## src/rtl/ps2_pkg.sv

```systemverilog
// Shared PS/2 definitions: FSM state codes, timer width and filter depth.
package ps2_pkg;

  localparam int unsigned TIMER_W = 17;
  localparam int unsigned STATE_W = 4;
  localparam int unsigned FILT_N  = 8;
  localparam int unsigned FILT_CW = 3;

  localparam logic [STATE_W-1:0] ST_IDLE    = 4'd0;
  localparam logic [STATE_W-1:0] ST_INHIBIT = 4'd1;
  localparam logic [STATE_W-1:0] ST_WAIT    = 4'd2;
  localparam logic [STATE_W-1:0] ST_DATA    = 4'd3;
  localparam logic [STATE_W-1:0] ST_PARITY  = 4'd4;
  localparam logic [STATE_W-1:0] ST_STOP    = 4'd5;
  localparam logic [STATE_W-1:0] ST_ACKW    = 4'd6;
  localparam logic [STATE_W-1:0] ST_DONE    = 4'd7;
  localparam logic [STATE_W-1:0] ST_FAIL    = 4'd8;

  // PS/2 frames carry odd parity over the eight data bits plus the parity bit.
  function automatic logic odd_parity(input logic [7:0] b);
    return ~^b;
  endfunction

endpackage

```

## src/rtl/ps2_filter.sv

```systemverilog
// Two-flop synchroniser plus debounce for one PS/2 line; emits the filtered
// level and a one-ce pulse when that level falls.
module ps2_filter
  import ps2_pkg::*;
(
  input  logic clock,
  input  logic reset,
  input  logic ce,
  input  logic raw,
  output logic level,
  output logic sync,
  output logic fall
);

  logic               meta;
  logic [FILT_CW-1:0] cnt;

  // Level flips only after FILT_N consecutive ce samples disagree with it.
  always_ff @(posedge clock) begin
    if (reset) begin
      meta  <= 1'b1;
      sync  <= 1'b1;
      level <= 1'b1;
      cnt   <= '0;
      fall  <= 1'b0;
    end else if (ce) begin
      meta <= raw;
      sync <= meta;
      fall <= 1'b0;
      if (sync == level) begin
        cnt <= '0;
      end else if (cnt == FILT_CW'(FILT_N - 1)) begin
        level <= sync;
        cnt   <= '0;
        fall  <= level;
      end else begin
        cnt <= cnt + FILT_CW'(1);
      end
    end
  end

endmodule

```

## src/rtl/ps2_tx.sv

```systemverilog
// Host-to-device PS/2 transmitter: inhibits the clock, sends start/data/parity/stop
// on device clock falls, checks the ack and reports done or error per byte.
module ps2_tx
  import ps2_pkg::*;
#(
  parameter int unsigned CE_MHZ     = 6,
  parameter int unsigned INHIBIT_US = 120,
  parameter int unsigned START_MS   = 15,
  parameter int unsigned XFER_MS    = 2
) (
  input  logic       clock,
  input  logic       reset,
  input  logic       ce,
  input  logic       ps2Ck,
  input  logic       ps2Dt,
  output logic       ckOe,
  output logic       dtOe,
  input  logic       txStrb,
  input  logic [7:0] txData,
  output logic       busy,
  output logic       done,
  output logic       error
);

  localparam int unsigned INH_CNT   = INHIBIT_US * CE_MHZ;
  localparam int unsigned START_CNT = START_MS * CE_MHZ * 1000;
  localparam int unsigned XFER_CNT  = XFER_MS * CE_MHZ * 1000;

  logic ck_level, ck_sync, ck_fall;
  logic dt_level, dt_sync, dt_fall;
  logic filt_unused;

  ps2_filter u_ck_filt (
    .clock (clock),
    .reset (reset),
    .ce    (ce),
    .raw   (ps2Ck),
    .level (ck_level),
    .sync  (ck_sync),
    .fall  (ck_fall)
  );

  ps2_filter u_dt_filt (
    .clock (clock),
    .reset (reset),
    .ce    (ce),
    .raw   (ps2Dt),
    .level (dt_level),
    .sync  (dt_sync),
    .fall  (dt_fall)
  );

  assign filt_unused = ^{ck_sync, dt_level, dt_fall};

  logic [STATE_W-1:0] state, state_nx;
  logic [TIMER_W-1:0] timer, timer_nx;
  logic [8:0]         shreg, shreg_nx;
  logic [3:0]         bitcnt, bitcnt_nx;
  logic               ck_oe_nx, dt_oe_nx, busy_nx, done_nx, error_nx;
  logic               xfer_to;

  assign xfer_to = (timer == TIMER_W'(XFER_CNT - 1));

  // State and registered line/status outputs; reset ignores ce.
  always_ff @(posedge clock) begin
    if (reset) begin
      state  <= ST_IDLE;
      timer  <= '0;
      shreg  <= '0;
      bitcnt <= '0;
      ckOe   <= 1'b0;
      dtOe   <= 1'b0;
      busy   <= 1'b0;
      done   <= 1'b0;
      error  <= 1'b0;
    end else if (ce) begin
      state  <= state_nx;
      timer  <= timer_nx;
      shreg  <= shreg_nx;
      bitcnt <= bitcnt_nx;
      ckOe   <= ck_oe_nx;
      dtOe   <= dt_oe_nx;
      busy   <= busy_nx;
      done   <= done_nx;
      error  <= error_nx;
    end
  end

  // Next-state and next-output logic; shreg[0] is always the next bit to drive.
  always_comb begin
    state_nx  = state;
    timer_nx  = (timer == '1) ? timer : timer + TIMER_W'(1);
    shreg_nx  = shreg;
    bitcnt_nx = bitcnt;
    ck_oe_nx  = ckOe;
    dt_oe_nx  = dtOe;
    busy_nx   = busy;
    done_nx   = 1'b0;
    error_nx  = 1'b0;

    case (state)
      ST_IDLE: begin
        timer_nx = '0;
        if (txStrb) begin
          shreg_nx = {odd_parity(txData), txData};
          ck_oe_nx = 1'b1;
          busy_nx  = 1'b1;
          state_nx = ST_INHIBIT;
        end
      end
      ST_INHIBIT: begin
        if (timer == TIMER_W'(INH_CNT - 1)) begin
          dt_oe_nx = 1'b1;
          ck_oe_nx = 1'b0;
          timer_nx = '0;
          state_nx = ST_WAIT;
        end
      end
      ST_WAIT: begin
        if (ck_fall) begin
          dt_oe_nx  = ~shreg[0];
          shreg_nx  = {1'b0, shreg[8:1]};
          bitcnt_nx = 4'd1;
          timer_nx  = '0;
          state_nx  = ST_DATA;
        end else if (timer == TIMER_W'(START_CNT - 1)) begin
          state_nx = ST_FAIL;
        end
      end
      ST_DATA: begin
        if (xfer_to) begin
          state_nx = ST_FAIL;
        end else if (ck_fall) begin
          dt_oe_nx = ~shreg[0];
          shreg_nx = {1'b0, shreg[8:1]};
          if (bitcnt == 4'd8) begin
            state_nx = ST_PARITY;
          end else begin
            bitcnt_nx = bitcnt + 4'd1;
          end
        end
      end
      ST_PARITY: begin
        if (xfer_to) begin
          state_nx = ST_FAIL;
        end else if (ck_fall) begin
          dt_oe_nx = 1'b0;
          state_nx = ST_STOP;
        end
      end
      ST_STOP: begin
        if (xfer_to) begin
          state_nx = ST_FAIL;
        end else if (ck_fall) begin
          state_nx = dt_sync ? ST_FAIL : ST_ACKW;
        end
      end
      ST_ACKW: begin
        if (xfer_to) begin
          state_nx = ST_FAIL;
        end else if (ck_level && dt_sync) begin
          done_nx  = 1'b1;
          busy_nx  = 1'b0;
          state_nx = ST_DONE;
        end
      end
      ST_DONE: state_nx = ST_IDLE;
      ST_FAIL: state_nx = ST_IDLE;
      default: begin
        ck_oe_nx = 1'b0;
        dt_oe_nx = 1'b0;
        busy_nx  = 1'b0;
        state_nx = ST_IDLE;
      end
    endcase

    // Entering FAIL releases both lines and flags the error for one ce.
    if (state_nx == ST_FAIL && state != ST_FAIL) begin
      ck_oe_nx = 1'b0;
      dt_oe_nx = 1'b0;
      busy_nx  = 1'b0;
      error_nx = 1'b1;
    end
  end

endmodule

```

## config.mk

```make
export PLATFORM = sky130hd
export DESIGN_NAME = ps2_tx
export DESIGN_NICKNAME = d
export VERILOG_FILES = /design/src/rtl/ps2_pkg.sv /design/src/rtl/ps2_filter.sv /design/src/rtl/ps2_tx.sv
export SDC_FILE = /design/constraint.sdc
export NUM_CORES = 1
export LEC_CHECK = 0
export ABC_AREA = 1
export CELL_PAD_IN_SITES_DETAIL_PLACEMENT = 0
export CELL_PAD_IN_SITES_GLOBAL_PLACEMENT = 1
export CORE_UTILIZATION = 38
export CTS_BUF_LIST = sky130_fd_sc_hd__clkbuf_16
export DETAILED_ROUTE_END_ITERATION = 12
export PLACE_DENSITY_LB_ADDON = 0.05
export SLEW_MARGIN = 20
export SYNTH_ARGS = -nofsm -noshare
export SYNTH_HDL_FRONTEND = slang
export SYNTH_SLANG_ARGS = --single-unit
```

## constraint.sdc

```tcl
create_clock -name clock -period 1.7 [get_ports clock]
set_clock_uncertainty 0.15 [all_clocks]
set_input_delay 0.17 -clock clock [delete_from_list [all_inputs] [get_ports clock]]
set_output_delay 0.17 -clock clock [all_outputs]
set_load 0.005 [all_outputs]
```

Yosys cells after proc, flatten, opt, wreduce, memory -nomap -nowiden --
Cells that the tools add are included.
Storage, ports and cells: bits in registers 48, logic and storage cells 119, output and inout bits 5, bits of input ports 14
Cells by class: reduce and logical (&&, ||, !) cells 15, add/sub/neg operators 3, eq/ne operators 32, bitwise logic cells 2, mux-type cells 51
Operator list (number):
- $mux 4 | 18
- $mux 17 | 3
- $pmux 17 s3 | 1
- $eq 17x17->1 const B | 2
- $pmux 4 s7 | 1
- $mux 9 | 3
- $pmux 9 s3 | 1
- $mux 1 | 18
- $ne 3x3->1 const B | 6
- $add 17x1->17 const B | 1
- $eq 17x10->1 const B | 1
- $eq 17x14->1 const B | 1
- $eq 4x3->1 const B | 4
- $reduce_or 7->1 | 2
- $eq 4x4->1 const B | 3
- $reduce_and 6->1 | 2
- $ne 2x1->1 const B | 5
- $eq 4x2->1 const B | 2
- $pmux 4 s2 | 1
- $reduce_and 4->1 | 2
- $reduce_xnor 8->1 | 1
- $mux 3 | 2
- $ne 2x2->1 const B | 3
- $pmux 1 s3 | 2
- other kinds (16) | 18

Depth between registers and ports, before layout --
Gate-level depths: netlist of run 1.
depth in word-level cells 9, depth in mapped cells 14, gate-level depth less buffers 14

Cells and area by module --
Synthesis of run 1 repeated with hierarchy kept, for this count alone.
Second synthesis, totals: cell total of the unflattened synthesis 449, area total of the unflattened synthesis 3113.0 um2
By module, submodules not included:
- ps2_tx | cells each 373, instances 1, area each 2507.4 um2, sequential area each 780.7 um2
- ps2_filter | cells each 38, instances 2, area each 302.8 um2, sequential area each 140.1 um2

Worst setup path before layout of run 1 --
No wires, ideal clock.
path type reg-to-reg, from reg timer[1], to reg shreg[8], path slack 0.025 ns, buffers on the path 1, period minus slack after synthesis 1.675 ns, setup time 0.114 ns, data arrival time 1.411 ns, required time 1.436 ns, stages on the path, launching flop included 12, path through dfxtp_1 -> ha_1 -> inv_1 -> nor2_4 -> nand2_1 -> nor2_4 -> nand2_2 -> nand3_4 -> buf_6 -> nand2_1 -> nand2_1 -> nor2_1
On the way: word-level cells in the longest chain between the ends 3
Ends and longest elaborated chain:
- start: declaration | line ps2_tx.sv:56 | logic [TIMER_W-1:0] timer, timer_nx;
- start signal: assignment | line ps2_tx.sv:78 | timer <= timer_nx;
- $eq 17x14->1 | line ps2_tx.sv:62 | assign xfer_to = (timer == TIMER_W'(XFER_CNT - 1));
- $ne 2x2->1 (no source line)
- $reduce_and 4->1 (no source line)
- end signal: assignment | line ps2_tx.sv:79 | shreg <= shreg_nx;
- end: declaration | line ps2_tx.sv:57 | logic [8:0] shreg, shreg_nx;
Every way passes these cells. A chain may end at the register's enable or synchronous reset.

Final worst setup path of run 1 --
from reg timer[0], to reg timer[12]
On the way: word-level cells in the longest chain between the ends 4, elaborated cells between the ends (all ways) 7, those cells by class add/sub: 1; eq/ne: 2; mux: 4
Ends and longest elaborated chain:
- $add 17x1->17 or $eq 17x17->1 (tied branches) | line ps2_tx.sv:92 | timer_nx = (timer == '1) ? timer : timer + TIMER_W'(1);
- $mux 17 | line ps2_tx.sv:92
- $mux 17 (on tied branches) | line ps2_tx.sv:120, ps2_tx.sv:112
- $pmux 17 s3 * | line ps2_tx.sv:101 | case (state)
Every way passes the cells marked *; elsewhere a longest branch is shown, timed or not.

==> results of run 1 <==
[power breakdown]
group / switching [W] / internal (W) / leakage, nW / total (W)
registers: 0.0000292 / 0.00117 / 0.397 / 0.00120
logic: 0.000274 / 0.000216 / 1.22 / 0.000489
clock network: 0.000427 / 0.000687 / 0.0850 / 0.00111
[per-stage QoR]
stage                     instances  setup TNS (ns)  hold slack [ns]
after global placement          619           -2.86            0.284
final                           642          -0.898            0.294
after detailed placement        619           -2.71            0.290
after CTS                       637          -0.478            0.299
after global routing            642           -4.54            0.308
after floorplan                 451               0            0.146
[cells by family (layout without fill, tap and decap cells)]
family	after synthesis	in the layout	share of synthesized area [%]
buffers and inverters	69	158	9.97
DFF	48	48	33.0
xor gates and xnor gates	8	8	2.41
and+or+nand+nor	238	241	37.5
adders and majority gates	5	5	2.15
AOI/OAI and AO/OA	83	83	15.0
[state kept, by name (all words and copies together), names as in the netlist]
| register | cells |
|---|---|
| timer | 17 |
| shreg | 9 |
| bitcnt | 4 |
| state | 4 |
| u_ck_filt.cnt | 3 |
| busy | 1 |
| ckOe | 1 |
| done | 1 |
| dtOe | 1 |
| error | 1 |
| u_ck_filt.fall | 1 |
| u_ck_filt.level | 1 |
| u_ck_filt.meta | 1 |
| u_ck_filt.sync | 1 |
| u_dt_filt.meta | 1 |
| u_dt_filt.sync | 1 |
[worst max-delay path by stage]
| stage | start | to | slack [ns] | cells after the start |
|---|---|---|---|---|
| after floorplan | timer[1]$_SDFFE_PP0P_ | shreg[8]$_SDFFE_PP0P_ | 0.03 | 11 |
| after global placement | state[2]$_SDFFE_PP0P_ | state[1]$_SDFFE_PP0P_ | -0.15 | 10 |
| after detailed placement | state[2]$_SDFFE_PP0P_ | state[1]$_SDFFE_PP0P_ | -0.14 | 10 |
| after CTS | timer[1]$_SDFFE_PP0P_ | timer[11]$_SDFFE_PP0P_ | -0.05 | 11 |
| after global routing | timer[0]$_SDFFE_PP0P_ | timer[6]$_SDFFE_PP0P_ | -0.17 | 11 |
| final | timer[0]$_SDFFE_PP0P_ | timer[12]$_SDFFE_PP0P_ | -0.1 | 11 |
[timing repair]
action                     CTS  global route
cloned                       3             0
setup endpoints to repair   37            38
gates resized for setup     54            59
pin swaps                   25            33
buffers inserted             7             5
[final cells by class]
class,instances,area share (%)
inverter,57,5.27
tap,99,2.95
clock inverter,3,0.923
multi-input combinational,337,46.4
sequential,48,23.3
timing repair buffer,93,18.2
clock buffer,5,2.98
[worst register-to-register path: cells and delay by family, from the launching register on]
kind | cells | cell delay (ns)
xor gates and xnor gates | 1 | 0.17
buffers and inverters | 4 | 0.40
and+or+nand+nor | 5 | 0.47
DFF | 1 | 0.36
adders and majority gates | 1 | 0.14
[per-layer routing]
metal  part of all wire, %  up-vias  global-route usage [%]  routed length [um]
met5                     0        -                       0                   0
met4                   1.0        0                    5.05                  86
met3                   2.4        6                    2.77                 201
met2                    50       50                    39.7                4210
met1                    47     1464                    29.0                3920
li1                      -     1659                       -                   -
[placed cells by master (no fill, tap or decap), types with 2 or more instances in the layout]
master           instances
buf_6                    2
nand2_1                 93
dfxtp_4                  2
nor3_2                   6
nor2_1                  41
a21oi_1                 29
nor2_2                  13
nand4_1                 12
xnor2_1                  5
nand2_2                 19
o21ai_2                 13
dfxtp_1                 36
xor2_1                   3
nand3_2                  2
buf_4                   72
clkdlybuf4s50_1         18
o21ai_1                 11
clkbuf_16                5
ha_1                     3
nor2_4                   9
inv_2                    9
inv_1                   47
nand3_4                  6
nor3_1                   7
nor3b_2                  2
a21oi_2                  3
dfxtp_2                 10
nand3_1                 27
o21ai_0                 22
==> out/results.tsv, run 1 <==
metric	value	unit
status	finished, violations left	
violations	setup timing	
htreeDepth	2	
dp_hpwl	6060	um
setup_viol	23	
rows	31	
die_area	8020	um2
cp.required	1.73	ns
dpl_cell_area	3620	um2
syn-mean-instance-area	6.46	um2
grt_setup_unrepaired	true	
ys_ff_latch	48	
relSlewSlack	79.6	%
r2r_slack	-0.1	ns
grt_pass1_vias	2962	
synth_edf_count	0	
gr-total-overflow	0	
slew_viol_final	0	
leakagePower	1.70	nW
path_buf_inv	4	
yosysWarningCount	0	
power.density	667	nW/um2
critPathTopFamily	simple AND/OR/NAND/NOR gates	
netlist_area	2910	um2
critical_path_class	flop to flop	
hp-class	flop to flop	
worst_ep_arrival_time	1.82	ns
finalHoldViolCount	0	
drtPass1Iterations	5	
antenna_left	0	
r2r-start	timer[0]$_SDFFE_PP0P_	
critPathMaxStageDelay	0.36	ns
netlist_top_cells_count	nand2_1 (108), nor2_1 (56), inv_1 (53), dfxtp_1 (48), o21ai_0 (40)	
seq_area_frac_synth	33.0	%
critPathSlowestCell	dfxtp_2	
cp_max_fo	5	
yosysTopAreaCellShare	33.0	%
clk_pin_slew_worst_paths	0.07	ns
multi_input_area	1950	um2
power	0.00280	W
period_share	106	%
syn_inst	451	
io_buffer_count	18	
clock_sinks	48	
place.gp.congestion	0.926	
drc	0	
post-route-cell-area	4200	um2
hp-start	shreg[1]$_SDFFE_PP0P_	
crit_chain	ha_4, inv_2, nor2_4, buf_12, nand3_4, nor2_4, buf_4, buf_4, nand2_2, xor2_1, nor2_1	
wl_per_cell	13.1	um
dr.first_iter.drc_count	143	
synth.area.top_cells	dfxtp_1 (33%), nand2_1 (14%), nor2_1 (7.2%)	
drv_cap	0	
grt_usage	22.4	%
critPathCaptureType	flop	
cts_hold_buf	0	
antenna_cells	0	
nets	561	
rr_worst_depth	11	
setup_slack	-0.0950	ns
period_needed	1.80	ns
clock_path_buffers	2	
synth.distinct_cells	31	
numCtsBuffers	5	
synthArstFlopShare	0	%
cts_tree	built	
drive_above_1_share	33.9	%
regArea	981	um2
num_vias	3179	
antenna_found_initial	0	
worstMarginPinSlew	0.301	ns
die_x	89.5	um
whs_path_depth	2	
vias_per_cell	4.95	
fill_cells	705	
initial_utilization	39.7	%
fmax	0.557	GHz
cts-root-buf	clkbuf_16	
worstHoldEndpoint	shreg[1]$_SDFFE_PP0P_	
core	7330	um2
final_util	57.3	%
clock_latency	0.28	ns
synth_ff_type	dfxtp_1	
pre_cts_slack	-0.136	ns
wl	8420	um
ir_drop	0.482	mV
design.portCount	19	
start_kind	flop	
grt_max_degree	19	
area_delta_synth_final	44.3	%
die_h	89.5	um
synth.most_common_cell	nand2_1	
r2r-end	timer[12]$_SDFFE_PP0P_	
synth_top_area_cell	dfxtp_1	
grt_pass1_wl	13800	um
syn-num-nets	470	
Note: power is estimated with default switching activity, not from simulation.
==> run 2: changes to the inputs <==
Clock period 1.7 ns to 1.5 ns, I/O delays scaled along.
==> out/results.tsv, run 2 (synthesis gave the netlist of run 1 again) <==
metric	value	unit	change
status	finished, violations left		
violations	setup timing		
core	7330	um2	unchanged
clk_pin_slew_worst_paths	0.07	ns	about the same
start_kind	flop		
fmax	0.574	GHz	+2.9%
finalSetupTns	-6.43	ns	-5.53 ns
critPathMaxStageDelay	0.36	ns	about the same
critical_path_class	flop to flop		
drive_above_1_share	37.4	%	+3.5 points
critPathSlowestCell	dfxtp_4		
ir_drop	0.359	mV	-26%
grt_pass1_wl	14400	um	+4.2%
gr-total-overflow	0		unchanged
top_register	timer		
mostFrequentLayoutCells	nand2_1 (91), buf_4 (85), inv_1 (41), nor2_1 (41), dfxtp_1 (31)		
path_buf_inv	2		-2
dr.first_iter.drc_count	162		+13%
power	0.00308	W	+9.8%
io_buffer_count	18		unchanged
die_h	89.5	um	unchanged
relSlewSlack	78.4	%	-1.2 points
power.density	704	nW/um2	+5.6%
cp.required	1.53	ns	-0.20 ns
grt_pass1_vias	3122		+5.4%
crit_path_frequent_cell	nand4_1		
cts_hold_buf	0		unchanged
clock_latency	0.29	ns	about the same
wl_per_cell	13.4	um	+2.5%
critPathCaptureType	flop		
grt_max_degree	19		unchanged
fin_cells	658		+2.5%
largest_register_ffs	17		unchanged
wl	8840	um	+5.1%
antenna_found_initial	0		unchanged
place.gp.congestion	0.915		-1.2%
leakagePower	1.81	nW	+6.6%
grt_setup_unrepaired	true		
hold_ws	0.277	ns	-0.0169 ns
cts_tree	built		
dp_hpwl	6260	um	+3.3%
crit_chain	ha_4, inv_4, nor2_4, buf_4, nand4_1, nand4_1, nor2_1, nand2_1, and3_1		
nets	577		+2.9%
setup_slack	-0.244	ns	-0.149 ns
die_area	8020	um2	unchanged
critPathTopFamily	simple AND/OR/NAND/NOR gates		
finalHoldViolCount	0		unchanged
rows	31		unchanged
die_x	89.5	um	unchanged
num_vias	3272		+2.9%
worst_ep_arrival_time	1.78	ns	-0.04 ns
cts-root-buf	clkbuf_16		
largest_registers	timer x17, shreg x9		
vias_per_cell	4.97		+0.42%
clock_path_buffers	2		unchanged
area_delta_synth_final	50.2	%	
grt_usage	23.6	%	+1.2 points
regArea	995	um2	+1.4%
hp-class	input port to flop		
drc	0		unchanged
r2r_slack	-0.24	ns	-0.15 ns
antenna_left	0		unchanged
slew_viol_final	0		unchanged
setup_viol	38		+65%
worstMarginPinSlew	0.320	ns	+0.0191 ns
period_share	116	%	+11 points
htreeDepth	2		unchanged
drtPass1Iterations	4		-1
initial_utilization	39.7	%	unchanged
antenna_cells	0		unchanged
rr_worst_depth	9		-2
numCtsBuffers	5		unchanged
numPlacedInstances	636		+2.7%
clock_sinks	48		unchanged
design.portCount	19		unchanged
whs_path_depth	3		+1
drv_cap	0		unchanged
cp_max_fo	5		unchanged
worst-path-stages	9		-2
layout_commonest_cell	nand2_1		
period_needed	1.74	ns	-0.0514 ns
fill_cells	658		-6.7%
multi_input_area	2000	um2	+2.8%
==> run 2: power breakdown <==
group | total (W) | switching, W | leakage, nW | internal, W
Clock | 0.00113 | 0.000514 | 0.0712 | 0.000616
Sequential | 0.00136 | 0.0000330 | 0.400 | 0.00132
Combinational | 0.000592 | 0.000328 | 1.34 | 0.000264
Total | 0.00308 | 0.000875 | 1.81 | 0.00220
==> run 2: per-stage QoR <==
stage	setup slack (ns)	cell area, um2	utilization [%]
2_1_floorplan	-0.131	2960	-
3_3_place_gp	-0.285	3800	51.8
3_5_place_dp	-0.297	3800	51.8
4_1_cts	-0.228	4140	56.4
5_1_grt	-0.322	4370	59.6
6_report	-0.244	4370	59.6
==> run 2: tightest hold or removal path, stage by stage <==
cell and delay [ns]:
clkdlybuf4s50_1 0.39, nand2_1 0.06, nand3_1 0.07
==> run 2: final timing paths <==
check                                 to                  start
max                timer[9]$_SDFFE_PP0P_  timer[1]$_SDFFE_PP0P_
min          u_dt_filt.meta$_SDFFE_PP1P_                  ps2Dt
max reg2reg        timer[9]$_SDFFE_PP0P_  timer[1]$_SDFFE_PP0P_
min reg2reg        shreg[2]$_SDFFE_PP0P_  shreg[2]$_SDFFE_PP0P_
==> run 2: final cells by class <==
| class | instances | area share (%) |
|---|---|---|
| Clock buffer | 5 | 2.86 |
| Tap cell | 99 | 2.83 |
| Timing Repair Buffer | 108 | 20.2 |
| Clock inverter | 3 | 0.458 |
| Multi-Input combinational cell | 338 | 45.8 |
| Sequential cell | 48 | 22.8 |
| Inverter | 57 | 5.07 |
==> run 2: layer usage <==
metal  vias up  track usage (%)  wire length [um]
met5         -                0                 0
met4         0             7.22               169
met3        13             3.97               301
met2        52             39.9              4250
met1      1516             30.6              4120
li1       1691                -                 -
==> run 2: what timing repair did <==
action                                  in CTS  in global routing
endpoints found under the setup margin      39                 39
hold endpoints to repair                     0                  0
buffers inserted                             6                  6
cloned                                       4                  0
resized for setup                           44                 76
pin swaps                                   13                 39
==> run 3: changes to the inputs <==
--- a/constraint.sdc
+++ b/constraint.sdc
@@ -3,3 +3,3 @@
 set_input_delay 0.15 -clock clock [delete_from_list [all_inputs] [get_ports clock]]
 set_output_delay 0.15 -clock clock [all_outputs]
-set_load 0.005 [all_outputs]
+set_load 0.05 [all_outputs]
==> out/results.tsv, run 3 (synthesis gave the netlist of run 1 again) <==
metric	value	unit	change
status	finished, violations left		
violations	setup timing		
fmax	0.547	GHz	-4.6%
pwr-share-seq	41.3	%	-2.8 points
nets	585		+1.4%
rows	31		unchanged
cp.required	1.53	ns	about the same
start_kind	flop		
die_area	8020	um2	unchanged
clock_sinks	48		unchanged
r2r_slack	-0.33	ns	-0.08 ns
layout_commonest_cell	nand2_1		
clk_pin_slew_worst_paths	0.07	ns	about the same
die_h	89.5	um	unchanged
hold_ws	0.276	ns	-0.000686 ns
met3_length	305	um	+1.3%
clock_path_buffers	2		unchanged
numCtsBuffers	5		unchanged
io_buffer_count	18		unchanged
top_register	timer		
p_int	0.00239	W	+8.6%
grt_max_degree	19		unchanged
drc	0		unchanged
r2r-start	timer[1]$_SDFFE_PP0P_		
drive_above_1_share	36.0	%	-1.4 points
leakagePower	1.89	nW	+4.0%
setup_slack	-0.327	ns	-0.0836 ns
vias_per_cell	4.95		-0.42%
dp_hpwl	6270	um	about the same
place.gp.congestion	0.928		+1.4%
antenna_cells	0		unchanged
p_sw_share	27.5	%	-0.94 points
power_switching	0.000907	W	+3.6%
grt_pass1_wl	14100	um	-1.8%
design.portCount	19		unchanged
grt_pass1_vias	2949		-5.5%
cts-root-buf	clkbuf_16		
cp_max_fo	7		+2
combPwrFrac	19.6	%	+0.4 points
p_clk_share	39.1	%	+2.4 points
fill_cells	669		+1.7%
gr-total-overflow	0		unchanged
grt_setup_unrepaired	true		
finalHoldViolCount	0		unchanged
mostFrequentLayoutCells	nand2_1 (97), buf_4 (91), inv_1 (47)		
cp-startpoint	timer[1]$_SDFFE_PP0P_		
wl_met2	4160	um	-2.3%
area_delta_synth_final	53.2	%	
cts_hold_buf	0		unchanged
drtPass1Iterations	4		unchanged
grt_usage	23.3	%	-0.25 points
core	7330	um2	unchanged
critical_path_class	flop to flop		
dr.first_iter.drc_count	201		+24%
worstMarginPinSlew	0.309	ns	-0.0109 ns
antenna_left	0		unchanged
largest_registers	timer x17, shreg x9		
ir_drop	0.469	mV	+31%
period_share	122	%	+5.6 points
largest_register_ffs	17		unchanged
period_needed	1.83	ns	+0.0836 ns
wl	8980	um	+1.6%
relSlewSlack	79.2	%	+0.73 points
maxUsedRoutingLayer	met4		
dpl_cell_area	3880	um2	+2.2%
setup_viol	39		+2.6%
post-route-cell-area	4460	um2	+2.0%
die_x	89.5	um	unchanged
clock_latency	0.29	ns	about the same
slew_viol_final	0		unchanged
wl_per_cell	13.5	um	+0.37%
wl_met1	4420	um	+7.4%
cts_tree	built		
htreeDepth	2		unchanged
drv_cap	0		unchanged
power.density	740	nW/um2	+5.0%
antenna_found_initial	0		unchanged
num_vias	3298		+0.79%
initial_utilization	39.7	%	unchanged
critPathCaptureType	flop		
worst_ep_arrival_time	1.86	ns	+0.08 ns
hp-class	input port to flop		
hp-start	ps2Dt		
## run 3: changes by cell type in the layout (fill, tap and decap cells not counted), moves of 3 or more
cell,previous run,this run
o21ai_0,18,25
dfxtp_1,31,34
inv_1,41,47
o21ai_1,22,17
buf_12,1,5
nand2_1,91,97
buf_6,4,7
buf_4,85,91
clkdlybuf4s50_1,18,13
inv_2,14,8
nand2_2,19,12
## run 3: final cells by class
type,count,area (um2),area share (%)
well taps,99,124,2.78
clock inverters,3,38.8,0.870
flip-flops and latches,48,988,22.2
inverters,57,224,5.02
clock buffers,5,125,2.81
multi-input cells,338,1970,44.1
repair buffers,116,992,22.2
## run 3: through the flow
| stage | util [%] | TNS (ns) | power [W] | std cells | worst slack (ns) |
|---|---|---|---|---|---|
| after global placement | 52.9 | -10.08 | 0.00193 | 642 | -0.314 |
| after detailed placement | 52.9 | -9.90 | 0.00194 | 642 | -0.310 |
| after floorplan | - | -1.83 | 0.00170 | 451 | -0.131 |
| after CTS | 58.2 | -7.87 | 0.00328 | 662 | -0.245 |
| after global routing | 60.8 | -12.95 | 0.00344 | 666 | -0.416 |
| final | 60.8 | -9.56 | 0.00330 | 666 | -0.327 |
## run 3: final timing paths
kind / to / cells after the start
worst max register to register: bitcnt[2]$_SDFFE_PP0P_ / 10
worst max-delay path: bitcnt[2]$_SDFFE_PP0P_ / 10
worst min register to register: shreg[7]$_SDFFE_PP0P_ / 2
worst min-delay path: u_dt_filt.meta$_SDFFE_PP1P_ / 3
## run 3: timing repair
action / 4_1_cts / 5_1_grt
cloned: 4 / 0
setup buffers: 9 / 4
pin swaps: 20 / 21
setup endpoints to repair: 39 / 39
resized for setup: 45 / 51
## run 3: power groups by stage
stage / Sequential, W / Clock (W) / Combinational, W
CTS: 0.00137 / 0.00132 / 0.000596
detailed placement: 0.00139 / 0 / 0.000541
finish: 0.00136 / 0.00129 / 0.000645
global route: 0.00137 / 0.00136 / 0.000705
floorplan: 0.00141 / 0 / 0.000292
global placement: 0.00139 / 0 / 0.000537
## run 3: worst max-delay path, stage by stage (launching register included)
cell	delay, ns
dfxtp_4	0.37
ha_4	0.14
inv_2	0.04
nor2_4	0.16
buf_4	0.15
nand2_2	0.06
nor2_4	0.15
nand2_4	0.14
nand3_4	0.16
o21ai_1	0.06
nor3b_2	0.15
## run 3: routing by layer
| layer | track usage (%) | up-vias |
|---|---|---|
| met5 | 0 | - |
| met4 | 6.20 | 0 |
| met3 | 3.32 | 9 |
| met2 | 37.3 | 58 |
| met1 | 32.7 | 1524 |
| li1 | - | 1707 |
